==> config.mk <==
export PLATFORM = sky130hd
export DESIGN_NAME = chunked_seq_adder_flat
export DESIGN_NICKNAME = d
export VERILOG_FILES = /design/src/rtl/chunked_seq_adder_if.sv /design/src/rtl/chunked_seq_adder.sv /design/src/flat_wrapper.sv
export SDC_FILE = /design/constraint.sdc
export NUM_CORES = 1
export LEC_CHECK = 0
export ABC_AREA = 0
export CAP_MARGIN = 40
export CELL_PAD_IN_SITES_DETAIL_PLACEMENT = 2
export CELL_PAD_IN_SITES_GLOBAL_PLACEMENT = 2
export CORE_MARGIN = 2
export CORE_UTILIZATION = 30
export DETAILED_ROUTE_END_ITERATION = 8
export GPL_ROUTABILITY_DRIVEN = 0
export GPL_TIMING_DRIVEN = 0
export PLACE_DENSITY_LB_ADDON = 0.1
export SLEW_MARGIN = 0
export SYNTH_ARGS = -nofsm -noshare
export SYNTH_HDL_FRONTEND = slang
export SYNTH_SLANG_ARGS = --single-unit
==> constraint.sdc <==
create_clock -name clk -period 4.95 [get_ports clk]
set_input_delay 0.99 -clock clk [delete_from_list [all_inputs] [get_ports clk]]
set_output_delay 0.99 -clock clk [all_outputs]
set_load 0.02 [all_outputs]
==> src/rtl/chunked_seq_adder_if.sv <==
// chunked_seq_adder_if: operand/result handshake bundle for chunked_seq_adder
interface chunked_seq_adder_if #(parameter int WIDTH = 32);
  logic in_valid, in_ready, cin, out_valid, out_ready, cout, ovf;
  logic [WIDTH-1:0] a, b, sum;
  modport master (output in_valid, a, b, cin, out_ready, input in_ready, out_valid, sum, cout, ovf);
  modport slave (input in_valid, a, b, cin, out_ready, output in_ready, out_valid, sum, cout, ovf);
endinterface

==> src/rtl/chunked_seq_adder.sv <==
// chunked_seq_adder: WIDTH-bit adder computed CHUNK bits per cycle with a registered ripple carry
module chunked_seq_adder #(
  parameter int WIDTH = 32,
  parameter int CHUNK = 8
) (
  input logic clk,
  input logic rst,
  chunked_seq_adder_if.slave bus_io
);
  localparam int NCHUNK = WIDTH / CHUNK;
  localparam int IW = NCHUNK > 1 ? $clog2(NCHUNK) : 1;
  if (CHUNK < 1 || CHUNK > WIDTH || WIDTH % CHUNK != 0) begin : g_param_check
    $error("chunked_seq_adder: WIDTH must be a positive multiple of CHUNK");
  end
  typedef enum logic [1:0] {IDLE, ADD, HOLD} state_t;
  state_t state_q, state_d;
  logic [IW-1:0] idx_q, idx_d;
  logic carry_q, carry_d, cout_q, cout_d, ovf_q, ovf_d;
  logic [WIDTH-1:0] a_q, a_d, b_q, b_d, sum_q, sum_d;
  logic [CHUNK-1:0] sa, sb, s;
  logic c, last;
  int base;
  always_comb begin
    base = int'(idx_q) * CHUNK;
    sa = a_q[base +: CHUNK];
    sb = b_q[base +: CHUNK];
    {c, s} = {1'b0, sa} + {1'b0, sb} + {{CHUNK{1'b0}}, carry_q};
    last = idx_q == IW'(NCHUNK - 1);
    state_d = state_q;
    idx_d = idx_q;
    carry_d = carry_q;
    a_d = a_q;
    b_d = b_q;
    sum_d = sum_q;
    cout_d = cout_q;
    ovf_d = ovf_q;
    case (state_q)
      IDLE: if (bus_io.in_valid) begin
        a_d = bus_io.a;
        b_d = bus_io.b;
        carry_d = bus_io.cin;
        idx_d = '0;
        state_d = ADD;
      end
      ADD: begin
        sum_d[base +: CHUNK] = s;
        carry_d = c;
        idx_d = last ? '0 : idx_q + 1'b1;
        if (last) begin
          cout_d = c;
          // carry into the MSB is recovered from the MSB sum bit and its two operand bits
          ovf_d = s[CHUNK-1] ^ sa[CHUNK-1] ^ sb[CHUNK-1] ^ c;
          state_d = HOLD;
        end
      end
      HOLD: state_d = bus_io.out_ready ? IDLE : HOLD;
      default: state_d = IDLE;
    endcase
  end
  always_ff @(posedge clk) begin
    if (rst) begin
      state_q <= IDLE;
      idx_q <= '0;
      carry_q <= 1'b0;
      a_q <= '0;
      b_q <= '0;
      sum_q <= '0;
      cout_q <= 1'b0;
      ovf_q <= 1'b0;
    end else begin
      state_q <= state_d;
      idx_q <= idx_d;
      carry_q <= carry_d;
      a_q <= a_d;
      b_q <= b_d;
      sum_q <= sum_d;
      cout_q <= cout_d;
      ovf_q <= ovf_d;
    end
  end
  assign bus_io.in_ready = (state_q == IDLE) && !rst;
  assign bus_io.out_valid = state_q == HOLD;
  assign bus_io.sum = sum_q;
  assign bus_io.cout = cout_q;
  assign bus_io.ovf = ovf_q;
endmodule

==> src/flat_wrapper.sv <==
// flat-port wrapper written by rule: the top's interface ports become plain ports
module chunked_seq_adder_flat 
#(
  parameter int WIDTH = 32,
  parameter int CHUNK = 8
)
  (clk, rst, bus_io_in_valid, bus_io_a, bus_io_b, bus_io_cin, bus_io_out_ready, bus_io_in_ready, bus_io_out_valid, bus_io_sum, bus_io_cout, bus_io_ovf);
  chunked_seq_adder_if #(.WIDTH(WIDTH)) bus_io_i ();
  input logic clk;
  input logic rst;
  input wire logic [$bits(bus_io_i.in_valid)-1:0] bus_io_in_valid;
  input wire logic [$bits(bus_io_i.a)-1:0] bus_io_a;
  input wire logic [$bits(bus_io_i.b)-1:0] bus_io_b;
  input wire logic [$bits(bus_io_i.cin)-1:0] bus_io_cin;
  input wire logic [$bits(bus_io_i.out_ready)-1:0] bus_io_out_ready;
  output wire logic [$bits(bus_io_i.in_ready)-1:0] bus_io_in_ready;
  output wire logic [$bits(bus_io_i.out_valid)-1:0] bus_io_out_valid;
  output wire logic [$bits(bus_io_i.sum)-1:0] bus_io_sum;
  output wire logic [$bits(bus_io_i.cout)-1:0] bus_io_cout;
  output wire logic [$bits(bus_io_i.ovf)-1:0] bus_io_ovf;
  assign bus_io_i.in_valid = bus_io_in_valid;
  assign bus_io_i.a = bus_io_a;
  assign bus_io_i.b = bus_io_b;
  assign bus_io_i.cin = bus_io_cin;
  assign bus_io_i.out_ready = bus_io_out_ready;
  assign bus_io_in_ready = bus_io_i.in_ready;
  assign bus_io_out_valid = bus_io_i.out_valid;
  assign bus_io_sum = bus_io_i.sum;
  assign bus_io_cout = bus_io_i.cout;
  assign bus_io_ovf = bus_io_i.ovf;
  chunked_seq_adder #(.WIDTH(WIDTH), .CHUNK(CHUNK)) u_core (.clk(clk), .rst(rst), .bus_io(bus_io_i));
endmodule
==> metrics.yaml <==
run_status:
  outcome: "finished clean"
layout:
  fin_cells: 803
  syn_to_final_growth_pct: 35.61
  layout_commonest_cell: "nand2_1"
  final_core_util_pct: 41.29
  finalNetCount: 698
  stdcell_area_um2: 5956
  drive_gt1_share_pct: 6.462
  final_cell_mix: "nand2_1, clkdlybuf4s50_1, dfxtp_1"
  antenna_cells: 0
grt:
  grt_max_degree: 16
  grt_pass1_vias: 4295
  antenna_found_initial: 0
  grt_overflow: 0
  grt_pass1_wl_mm: 23.50
  grt_use_total_pct: 19.18
synth:
  ys_ff_latch: 103
  synth-edff-count: 0
  syn_area_um2: 4392
  synth_top_cell_area_share_pct: 46.95
  synthArstFlopShare_pct: 0
  synth_top_cell_by_area: "dfxtp_1"
  synth_warnings: 0
  yosys-top-cells-area: "dfxtp_1, nand2_1, a21oi_1"
  yosysSeqAreaShare_pct: 46.95
  synth_cell_types: 35
  synth_fp_nets: 584
  synth_cells: 500
  avgSynthCellArea_um2: 8.783
  synth_ff_type: "dfxtp_1"
worst_setup_path:
  r2r_cells: 10
  timing.rr.start: "u_core.idx_q[0]$_SDFFE_PP0P_"
  arrival_ns: 4.05
  crit_type: "flip-flop to flip-flop"
  crit_fanout: 10
  timing.rr.end: "u_core.bus_io.ovf$_SDFFE_PP0P_"
  end_kind: "flip-flop"
  start_kind: "flip-flop"
  r2r_setup_slack_ns: 1.14
  cp.required_ns: 5.19
routing:
  wl_mm: 14.72
  ant_nets: 0
  drt_iter0_drc: 245
  dr.pass1.iters: 4
  wl_per_cell_um: 18.33
  vias_per_cell: 5.011
  drc: 0
  vias: 4024
min_path:
  hp-class: "flip-flop to flip-flop"
  min-delay-start: "u_core.b_q[23]$_SDFFE_PP0P_"
  hold_depth: 2
  whs_endpoint: "u_core.b_q[23]$_SDFFE_PP0P_"
timing:
  period_minus_slack_ns: 3.812
  rsz0062_at_grt: "false"
  report.final.setup_viol: 0
  finalClockSkew_ns: 0.01097
  fmax_ghz: 0.2624
  worstMarginPinSlew_ns: 0.8726
  slew_viol_final: 0
  finalCritPeriodShare_pct: 77.00
  timing_hold_violations_final: 0
  fin_tns_setup_ns: 0
  slew_headroom_pct: 41.68
floorplan:
  floorplan.rows: 44
  io_pins: 105
  die-area_um2: 15620
  coreArea_um2: 14420
  die_h_um: 125.0
  start_util_pct: 30.45
  chipWidth_um: 125.0
clock_network:
  cts_resized: 0
  postCtsSetupBuffers: 0
  htree_levels: 3
  cts_tree: "done"
  path_clk_slew_ns: 0.07
  clockBufferDepth: 2
  hold_buffers: 0
  cts.sinks: 103
  clkLatencyLatePin_ns: 0.35
  cts_made_buffers: 9
  root_buffer: "clkbuf_16"
placed_design:
  io_buffers: 103
  place_area_um2: 5653
  dp.cells: 787
  dp_hpwl_mm: 11.51
power_and_ir_drop:
  p_leak_nw: 2.144
  powerDensity_nw_per_um2: 325.8
  vdd_ir_drop_max_uv: 208.2
job:
  cap_violations: 0
==> critical path, cell delays in order (launching register included) <==
cell,delay [ns]
dfxtp_1,0.54
buf_2,0.41
buf_2,0.40
mux4_2,0.60
ha_1,0.38
a21oi_1,0.24
nor2b_1,0.12
o31ai_1,0.39
a21oi_1,0.17
o21a_1,0.22
o31a_1,0.23
==> cells in the mapped netlist (2+ instances only) <==
| master | count |
|---|---|
| ha_1 | 13 |
| buf_2 | 3 |
| buf_1 | 4 |
| dfxtp_1 | 103 |
| nor2_1 | 39 |
| fa_1 | 2 |
| o21ai_1 | 2 |
| nand3b_1 | 4 |
| nand3_1 | 2 |
| clkbuf_1 | 25 |
| inv_1 | 3 |
| o21ai_0 | 4 |
| nand2b_1 | 8 |
| o31a_1 | 2 |
| nand2_1 | 137 |
| a21oi_1 | 75 |
| nor3_1 | 4 |
| xnor2_1 | 3 |
| mux4_2 | 16 |
| xor2_1 | 2 |
| nor2b_1 | 5 |
| nor4b_2 | 3 |
| a22oi_1 | 29 |
==> metal layers <==
metal,part of all wire [%],track usage (%)
met1,46,25.15
met2,50,33.34
met3,3.5,2.610
met4,1.3,5.033
met5,0,0
==> area by class of cell <==
| cell class | instances | area, µm² |
|---|---|---|
| fill | 1629 | 8468 |
| multi-input combinational | 360 | 2183 |
| sequential | 103 | 2062 |
| timing repair buffer | 103 | 1031 |
| clock buffer | 14 | 264.0 |
| tap | 184 | 230.2 |
| buffer | 33 | 131.4 |
| clock inverter | 2 | 38.79 |
| inverter | 4 | 15.01 |
==> power by group <==
group          switching [mW]  internal (mW)  total [mW]
combinational           0.169          0.137       0.306
clock                   0.320          0.422       0.743
sequential             0.0261          0.866       0.892
total                   0.516           1.43        1.94
==> worst max path at each step <==
stage | startpoint | endpoint | slack, ns | depth (start not counted)
after floorplan | u_core.idx_q[0]$_SDFFE_PP0P_ | u_core.bus_io.ovf$_SDFFE_PP0P_ | 1.76 | 9
after global placement | u_core.idx_q[0]$_SDFFE_PP0P_ | u_core.bus_io.sum[6]$_SDFFE_PP0P_ | 1.17 | 10
after detailed placement | u_core.idx_q[0]$_SDFFE_PP0P_ | u_core.bus_io.ovf$_SDFFE_PP0P_ | 1.10 | 10
after CTS | u_core.idx_q[0]$_SDFFE_PP0P_ | u_core.bus_io.sum[14]$_SDFFE_PP0P_ | 1.04 | 10
after global routing | u_core.idx_q[0]$_SDFFE_PP0P_ | u_core.bus_io.sum[6]$_SDFFE_PP0P_ | 0.75 | 10
final | u_core.idx_q[0]$_SDFFE_PP0P_ | u_core.bus_io.ovf$_SDFFE_PP0P_ | 1.14 | 10
==> stage by stage <==
step / setup slack (ns) / power (mW) / hold slack, ns
finish: 1.138 / 1.941 / 0.4574
floorplan: 1.762 / 1.076 / 0.4331
global route: 0.7510 / 2.033 / 0.4721
CTS: 1.043 / 1.958 / 0.4584
detailed placement: 1.099 / 1.220 / 0.4486
global placement: 1.171 / 1.208 / 0.4419
==> cells by family (layout without fill, tap and decap cells) <==
logic type      Yosys count  after routing  share of synthesized area (%)
mux                      16             16                          8.205
compound gates          118            118                          15.76
buf+inv                  37            156                          3.333
xor+xnor                  5              5                         0.9973
simple gates            206            206                          20.14
flops                   103            103                          46.95
fa+ha+maj                15             15                          4.616
==> registers in the layout, summed over array words and instances (netlist names) <==
register	cells
u_core.a_q	32
u_core.b_q	32
u_core.bus_io.sum	32
u_core.idx_q	2
u_core.state_q	2
u_core.bus_io.cout	1
u_core.bus_io.ovf	1
u_core.carry_q	1
No activity file was read; power rests on OpenSTA's default activity.
